## src/rtl/sapho_fx_pkg.sv

```systemverilog
// -----------------------------------------------------------------------------
// sapho_fx_pkg
// Shared definitions for the fixed-point datapath:
//   - NUBITS_DEF : default data word width (matches the ALU)
//   - clog2()    : ceiling log2, used to size counters and indices
//   - stk_op_e   : stack opcode encoding {push, pop}, shared with the
//                  control unit so both sides agree on the bit patterns
// -----------------------------------------------------------------------------
package sapho_fx_pkg;

    localparam int NUBITS_DEF = 32;

    // Bit 1 = push, bit 0 = pop; the encoding is the raw {push, pop} pair.
    typedef enum logic [1:0] {
        STK_NONE = 2'b00,
        STK_POP  = 2'b01,
        STK_PUSH = 2'b10,
        STK_REPL = 2'b11
    } stk_op_e;

    // Ceiling log2: clog2(1)=0, clog2(8)=3, clog2(9)=4.
    function automatic int clog2(input int value);
        int res;
        int v;
        res = 0;
        v   = value - 1;
        while (v > 0) begin
            res++;
            v = v >>> 1;
        end
        return res;
    endfunction

endpackage : sapho_fx_pkg

```

## src/rtl/stk_lifo.sv

```systemverilog
// -----------------------------------------------------------------------------
// stk_lifo
// LIFO data stack with saturating occupancy and sticky error flags.
// Ports:
//   clk, rst      : clock, synchronous active-high reset
//   push, pop     : stack request; both together replace the top entry
//   din           : word written on push / replace
//   err_clr       : clears ovf/udf (a same-cycle error event wins)
//   top           : mem[level-1], combinational; 0 when empty
//   level         : occupancy 0..SDEPTH
//   full, empty   : level == SDEPTH / level == 0
//   ovf, udf      : sticky push-while-full / pop-while-empty
// -----------------------------------------------------------------------------
module stk_lifo
    import sapho_fx_pkg::*;
#(
    parameter int NUBITS = NUBITS_DEF,
    parameter int SDEPTH = 8
) (
    input  logic                           clk,
    input  logic                           rst,
    input  logic                           push,
    input  logic                           pop,
    input  logic [NUBITS-1:0]              din,
    input  logic                           err_clr,
    output logic [NUBITS-1:0]              top,
    output logic [clog2(SDEPTH+1)-1:0]     level,
    output logic                           full,
    output logic                           empty,
    output logic                           ovf,
    output logic                           udf
);

    localparam int SPW = clog2(SDEPTH + 1);
    localparam int IW  = clog2(SDEPTH);

    logic [NUBITS-1:0] mem [SDEPTH];

    stk_op_e          op;
    logic [IW-1:0]    top_idx;
    logic [IW-1:0]    wr_idx;
    logic             wr_en;
    logic [SPW-1:0]   level_nxt;
    logic             ovf_evt;
    logic             udf_evt;

    assign op      = stk_op_e'({push, pop});
    assign full    = (level == SPW'(SDEPTH));
    assign empty   = (level == '0);
    assign top_idx = IW'(level - SPW'(1));

    // Every entry below level has been written since reset, so masking the
    // empty case is all that keeps X off the output.
    assign top = empty ? '0 : mem[top_idx];

    // Next-state decision, made on the pre-edge level.
    // NOTE: every output of this block gets a default first, so no path can
    // leave a value unassigned and infer a latch.
    always_comb begin
        wr_en     = 1'b0;
        wr_idx    = top_idx;
        level_nxt = level;
        ovf_evt   = 1'b0;
        udf_evt   = 1'b0;
        case (op)
            STK_PUSH: begin
                if (full) begin
                    ovf_evt = 1'b1;
                end else begin
                    wr_en     = 1'b1;
                    wr_idx    = IW'(level);
                    level_nxt = level + SPW'(1);
                end
            end
            STK_POP: begin
                if (empty) udf_evt = 1'b1;
                else       level_nxt = level - SPW'(1);
            end
            STK_REPL: begin
                // Overwrite in place: legal when full, so never an overflow.
                if (empty) udf_evt = 1'b1;
                else       wr_en   = 1'b1;
            end
            default: ;
        endcase
    end

    // NOTE: the storage array has no reset; level=0 makes its contents
    // unreachable, and leaving it unreset lets it map onto plain RAM.
    // A same-cycle rst still blocks the write.
    always_ff @(posedge clk) begin
        if (wr_en && !rst) begin
            mem[wr_idx] <= din;
        end
    end

    // NOTE: sequential state uses non-blocking assignments so every register
    // samples pre-edge values regardless of block ordering.
    always_ff @(posedge clk) begin
        if (rst) begin
            level <= '0;
            ovf   <= 1'b0;
            udf   <= 1'b0;
        end else begin
            level <= level_nxt;
            ovf   <= ovf_evt | (ovf & ~err_clr);
            udf   <= udf_evt | (udf & ~err_clr);
        end
    end

endmodule : stk_lifo

```

## src/rtl/ula_fx_opr.sv

```systemverilog
// -----------------------------------------------------------------------------
// ula_fx_opr
// Operand stage of the fixed-point ALU: accumulator, zero flag and the
// operand-1 mux between the stack top and memory read data.
// Ports:
//   clk, rst          : clock, synchronous active-high reset
//   acc_en            : load acc/zero from ula_out/ula_zero
//   ula_out, ula_zero : ALU result and its is_zero flag
//   push, pop         : stack request (push stores the pre-edge acc)
//   sel_stk           : 1 -> in1 = stack top, 0 -> in1 = mem_in
//   mem_in            : data memory read word
//   err_clr           : clear sticky ovf/udf
//   in1, in2          : ALU operands (in1 combinational, in2 = acc)
//   zero              : registered zero flag for conditional jumps
//   level, full, empty, ovf, udf : stack status
// -----------------------------------------------------------------------------
module ula_fx_opr
    import sapho_fx_pkg::*;
#(
    parameter int NUBITS = NUBITS_DEF,
    parameter int SDEPTH = 8
) (
    input  logic                           clk,
    input  logic                           rst,
    input  logic                           acc_en,
    input  logic [NUBITS-1:0]              ula_out,
    input  logic                           ula_zero,
    input  logic                           push,
    input  logic                           pop,
    input  logic                           sel_stk,
    input  logic [NUBITS-1:0]              mem_in,
    input  logic                           err_clr,
    output logic [NUBITS-1:0]              in1,
    output logic [NUBITS-1:0]              in2,
    output logic                           zero,
    output logic [clog2(SDEPTH+1)-1:0]     level,
    output logic                           full,
    output logic                           empty,
    output logic                           ovf,
    output logic                           udf
);

    logic [NUBITS-1:0] acc;
    logic [NUBITS-1:0] top;

    // The stack captures acc as it was before this edge, so a push together
    // with acc_en stores the old value while acc loads the new result.
    stk_lifo #(
        .NUBITS (NUBITS),
        .SDEPTH (SDEPTH)
    ) u_stk (
        .clk     (clk),
        .rst     (rst),
        .push    (push),
        .pop     (pop),
        .din     (acc),
        .err_clr (err_clr),
        .top     (top),
        .level   (level),
        .full    (full),
        .empty   (empty),
        .ovf     (ovf),
        .udf     (udf)
    );

    always_ff @(posedge clk) begin
        if (rst) begin
            acc  <= '0;
            zero <= 1'b1;
        end else if (acc_en) begin
            acc  <= ula_out;
            zero <= ula_zero;
        end
    end

    assign in1 = sel_stk ? top : mem_in;
    assign in2 = acc;

endmodule : ula_fx_opr

```

## config.mk

```make
export PLATFORM = sky130hd
export DESIGN_NAME = ula_fx_opr
export DESIGN_NICKNAME = d
export VERILOG_FILES = /design/src/rtl/sapho_fx_pkg.sv /design/src/rtl/stk_lifo.sv /design/src/rtl/ula_fx_opr.sv
export SDC_FILE = /design/constraint.sdc
export NUM_CORES = 1
export LEC_CHECK = 0
export ABC_CLOCK_PERIOD_IN_PS = 5500
export CORE_MARGIN = 3
export CORE_UTILIZATION = 40
export DETAILED_ROUTE_END_ITERATION = 8
export PLACE_DENSITY_LB_ADDON = 0.25
export SLEW_MARGIN = 10
export SYNTH_ARGS = -nofsm -noshare
export SYNTH_HDL_FRONTEND = slang
export SYNTH_SLANG_ARGS = --single-unit
```

## constraint.sdc

```tcl
create_clock -name clk -period 5.5 [get_ports clk]
set_input_delay 1.375 -clock clk [delete_from_list [all_inputs] [get_ports clk]]
set_output_delay 1.375 -clock clk [all_outputs]
set_load 0.01 [all_outputs]
```

==> impl_metrics.toml, run 1 <==
[sta]
clock.fmax_ghz = 0.1996
final.setup_skew_ns = 0.005530
grt_setup_unrepaired = "false"
maxSlewViolCount = 0
min_period_ns = 5.009
postLayoutSetupSlackWorst_ns = 0.4911
final_hold_viol_count = 0
setup-tns-final_ns = 0
max-slew-margin-rel_pct = 34.20
fin_crit_sh_pct = 91.07
setup_viol = 0
worst_pin_slew_ns = 0.9870

[clock_tree]
clk_latency_ns = 0.53
htree_levels = 1
path_clk_slew_ns = 0.06
cts_root_buffer = "clkbuf_16"
cts.sinks = 295
cts_buffers = 29
cts_tree = "yes"
clockBufferDepth = 3
cts.repair.resized = 0

[pwr]
p_leak_nw = 4.857
ir_worst_vdd_mv = 0.2138
p_per_area_mw_per_mm2 = 378.6

[layout]
fin_nets = 863
instances_no_fill = 1187
layout_commonest_cell = "edfxtp_1"
syn2layout_area_growth_pct = 25.48
drive_gt1_share_pct = 18.94
final_cell_mix = "256 x edfxtp_1, 141 x clkdlybuf4s50_1, 64 x mux4_2"

[critical_path]
crit_arrival_ns = 3.63
crit_path_end_kind = "primary output"
crit_buf_inv = 3
critical_path.max_fanout = 35
critical_path_class = "register to primary output"
worst-endpoint-required_ns = 4.12
startpoint_type = "register"
r2r_slack_ns = 2.38
path_cells = "inv_1 -> ha_4 -> buf_16 -> mux4_2 -> a22oi_1 -> o21ai_0 -> clkdlybuf4s50_1"
crit_slowest_cell = "ha_4"
cpLargestDelayFamily = "buffers and inverters"
cp.depth = 7
slowest_delay_ns = 0.70
rr_worst_depth = 6

[routing]
routed_wl_mm = 25.48
drt-pass1-iter-count = 4
routedWlPerCell_um = 21.47
route.vias.total = 6152
drc = 0
ant_nets = 0
drt_first_iter_violations = 400
vias_per_cell = 5.183

[floorplanning]
die_w_um = 175.7
die_h_um = 175.7
initial_core_util_pct = 40.99
boundaryPins = 145
coreArea_mm2 = 0.02809
dieArea_mm2 = 0.03085
core.rowCount = 61

[worst_hold_path]
hold_depth = 2
hold_path.class = "register to register"

[synthesis]
synth_warnings = 0
synth.distinct_cells = 34
synth_top_cell_by_area = "edfxtp_1"
yosysSeqAreaShare_pct = 73.56
netlist.area_leader.share_pct = 66.78
yosys-top-cells-area = "edfxtp_1 67%, mux4_2 13%, dfxtp_1 6.8%"
synth_edf_count = 256
syn_nets = 698
syn_inst = 620
synth-seq-cells = 295
ys.flop_type = "edfxtp_1"
async_flop_share_pct = 0
synth_area_per_cell_um2 = 18.57
syn_area_mm2 = 0.01151

[placed_design]
place_hpwl_mm = 15.04
port-buffer-count = 144
gp_congestion = 0.7540
dp_slack_ns = 0.7693
dp_cells = 1131

[global_routing]
grt_usage_pct = 16.47
grt_max_degree = 68
antenna_found_initial = 1
grt_pass1_vias = 6702
overflow = 0
grt_first_pass_wirelength_mm = 39.24

[outcome]
status = "complete, no violations"

[flow_run]
drv_cap = 0
-- sequential cells by signal (all words and copies together) (netlist names) --
signal	count
in2	32
u_stk.ovf	1
zero	1
u_stk.level	4
u_stk.udf	1
u_stk.mem	256
-- cell families after synthesis --
group,synth area share [%]
compound gates,4.499
xor+xnor,0.3043
fa+ha+maj,0.6521
buf+inv,2.652
flops,73.56
mux,15.67
simple gates,2.663
-- layout make-up --
cell class / instances / area (um2)
Clock buffer: 36 / 772.0
Sequential cell: 295 / 8472
Timing Repair Buffer: 168 / 1627
Fill cell: 2330 / 13640
Clock inverter: 18 / 151.4
Multi-Input combinational cell: 254 / 2809
Tap cell: 378 / 473.0
Inverter: 37 / 138.9
Antenna cell: 1 / 2.502
-- cells in the mapped netlist (4+ instances only) --
cell type,number
nor2_1,37
o21ai_0,31
clkbuf_1,15
nor3_1,8
inv_1,37
dfxtp_1,39
nor2b_1,5
nand2b_1,5
buf_2,13
edfxtp_1,256
mux4_2,64
ha_1,6
mux2i_1,34
xnor2_1,4
a22oi_1,32
-- timing repair --
action,CTS,global route
hold buffers,0,0
buffers inserted,0,1
setup endpoints to repair,0,1
-- power by group --
part | switching [mW] | internal, mW | total (mW)
clock network | 0.798 | 1.09 | 1.89
logic | 0.466 | 0.509 | 0.976
registers | 0.0765 | 2.53 | 2.60
-- worst paths after layout --
kind                  start          endpoint
max          u_stk.level[0]           in1[26]
min               u_stk.udf         u_stk.udf
max reg2reg  u_stk.level[0]  u_stk.mem[0][26]
min reg2reg       u_stk.udf         u_stk.udf
-- worst register-to-register path: stages, from the launching register on --
cell	delay (ns)
dfxtp_4	0.67
inv_1	0.21
ha_4	0.70
buf_16	0.31
mux2i_1	0.23
nor3_2	0.25
buf_4	0.39
-- through the flow --
step / power (mW) / area [um2] / utilization, % / hold slack, ns
detailed placement: 3.623 / 13490 / 48.04 / 0.4647
floorplan: 3.215 / 11510 / - / 0.4892
global placement: 3.598 / 13490 / 48.04 / 0.4653
finish: 5.469 / 14450 / 51.43 / 0.4808
CTS: 5.522 / 14420 / 51.32 / 0.4781
global route: 5.708 / 14440 / 51.42 / 0.5392
-- per-layer routing --
layer | GRT usage (%) | wire length [um] | vias up
li1 | - | - | 2793
met1 | 22.81 | 10350 | 3099
met4 | 3.761 | 359 | 0
met2 | 27.69 | 12610 | 232
met5 | 0 | 0 | -
met3 | 2.659 | 2155 | 28
Note: power is estimated with default switching activity, not from simulation.
==> run 2, diff against run 1 <==
--- a/config.mk
+++ b/config.mk
@@ -5,11 +5,11 @@
 export SDC_FILE = /design/constraint.sdc
 export NUM_CORES = 1
 export LEC_CHECK = 0
-export ABC_CLOCK_PERIOD_IN_PS = 5500
 export CORE_MARGIN = 3
 export CORE_UTILIZATION = 40
 export DETAILED_ROUTE_END_ITERATION = 8
 export PLACE_DENSITY_LB_ADDON = 0.25
+export REMOVE_ABC_BUFFERS = 1
 export SLEW_MARGIN = 10
 export SYNTH_ARGS = -nofsm -noshare
 export SYNTH_HDL_FRONTEND = slang
==> constraint.sdc (replaced) <==
create_clock -name clk -period 5.4 [get_ports clk]
set_input_delay 1.35 -clock clk [delete_from_list [all_inputs] [get_ports clk]]
set_output_delay 1.35 -clock clk [all_outputs]
set_load 0.01 [all_outputs]
==> impl_metrics.toml, run 2 (synthesis results as in run 1) <==
[sta]
setup_viol = 0
setup-tns-final_ns = 0
final_hold_viol_count = 0
min_period_ns = 5.010
postLayoutSetupSlackWorst_ns = 0.3898
fin_crit_sh_pct = 92.78
max-slew-margin-rel_pct = 34.33
clock.fmax_ghz = 0.1996
worst_pin_slew_ns = 0.9850
maxSlewViolCount = 0
final.setup_skew_ns = 0.01356
grt_setup_unrepaired = "false"

[clock_tree]
cts.sinks = 295
cts_tree = "yes"
clockBufferDepth = 3
path_clk_slew_ns = 0.06
clk_latency_ns = 0.54
cts_root_buffer = "clkbuf_16"
cts_setup_buffers = 0
htree_levels = 1
cts.repair.resized = 0
cts_buffers = 31
cts_hold_buf = 0

[layout]
final_area_mm2 = 0.01451
drive_gt1_share_pct = 18.26
finalCoreUtilization_pct = 51.67
largest_reg_flops = 256
top_register = "u_stk.mem"
layout_commonest_cell = "edfxtp_1"
syn2layout_area_growth_pct = 26.06
fin_nets = 859
final_cell_mix = "256 x edfxtp_1, 141 x clkdlybuf4s50_1, 64 x mux4_2"
diodes = 0
instances_no_fill = 1183

[floorplanning]
dieArea_mm2 = 0.03085
coreArea_mm2 = 0.02809
boundaryPins = 145
die_h_um = 175.7
initial_core_util_pct = 40.99
die_w_um = 175.7
core.rowCount = 61

[global_routing]
antenna_found_initial = 1
grt_first_pass_wirelength_mm = 38.47
grt_max_degree = 68
grt_pass1_vias = 6446
overflow = 0
grt_usage_pct = 16.24

[routing]
drt_first_iter_violations = 497
drt-pass1-iter-count = 4
ant_nets = 0
route.vias.total = 6141
drc = 0
routed_wl_mm = 24.93
routedWlPerCell_um = 21.07
vias_per_cell = 5.191

[critical_path]
worst-endpoint-required_ns = 4.05
crit_arrival_ns = 3.66
path_cells = "inv_1 -> ha_4 -> mux4_2 -> a22oi_1 -> o21ai_0 -> clkdlybuf4s50_1"
critPathLaunch = "u_stk.level[0]"
r2r-start = "u_stk.level[0]"
r2r_end = "u_stk.mem[1][12]"
crit_path_end_kind = "primary output"
critical_path_class = "register to primary output"
slowest_delay_ns = 0.96
r2r_slack_ns = 1.88
startpoint_type = "register"
crit_slowest_cell = "ha_4"
critPathCapture = "in1[23]"
critical_path.max_fanout = 67
rr_worst_depth = 5

[worst_hold_path]
hold_path.class = "register to register"
hold_depth = 2

[outcome]
status = "complete, no violations"

[placed_design]
placed_area_mm2 = 0.01350
gp_congestion = 0.7299
dp_cells = 1126
place_hpwl_mm = 14.42
port-buffer-count = 144
dp_slack_ns = 0.8631

[flow_run]
drv_cap = 0

[pwr]
ir_worst_vdd_mv = 0.2091
p_per_area_mw_per_mm2 = 391.6
p_leak_nw = 4.855
-- run 2: critical path, delay by kind of cell (launching register included) --
family                   cells  cell delay [ns]
adder cells (fa/ha/maj)      1             0.96
buffers and inverters        2             0.69
AO/OA/AOI/OAI                2             0.52
flip-flops                   1             0.51
multiplexers                 1             0.42
-- run 2: worst min-delay path by stage --
stage | from | endpoint
6_report | u_stk.udf | u_stk.udf
4_1_cts | u_stk.udf | u_stk.udf
3_3_place_gp | u_stk.udf | u_stk.udf
5_1_grt | u_stk.udf | u_stk.udf
2_1_floorplan | u_stk.udf | u_stk.udf
3_5_place_dp | u_stk.udf | u_stk.udf
-- run 2: per-stage QoR --
stage / total power [mW] / hold slack (ns)
6_report: 5.683 / 0.4874
5_1_grt: 5.937 / 0.5168
4_1_cts: 5.762 / 0.4888
3_5_place_dp: 3.700 / 0.4682
3_3_place_gp: 3.683 / 0.4639
2_1_floorplan: 3.270 / 0.4830
-- run 2: cell type report --
type | instances | area (um2)
fill | 2314 | 13570
clock inverter | 10 | 102.6
inverter | 37 | 138.9
sequential | 295 | 8472
multi-input combinational | 254 | 2809
tap | 378 | 473.0
timing repair buffer | 162 | 1612
clock buffer | 47 | 905.9
-- run 2: per-layer routing --
metal	GRT usage, %	vias to the layer above	part of all wire (%)
li1	-	2785	-
met3	3.199	32	6.8
met5	0	-	0.052
met1	23.09	3118	44
met2	26.49	204	48
met4	3.200	2	1.3
-- run 2: report_power, final --
group / switching [mW] / total [mW] / internal, mW
logic: 0.479 / 0.992 / 0.513
registers: 0.0685 / 2.64 / 2.57
clock network: 0.806 / 2.05 / 1.24
total: 1.35 / 5.68 / 4.33
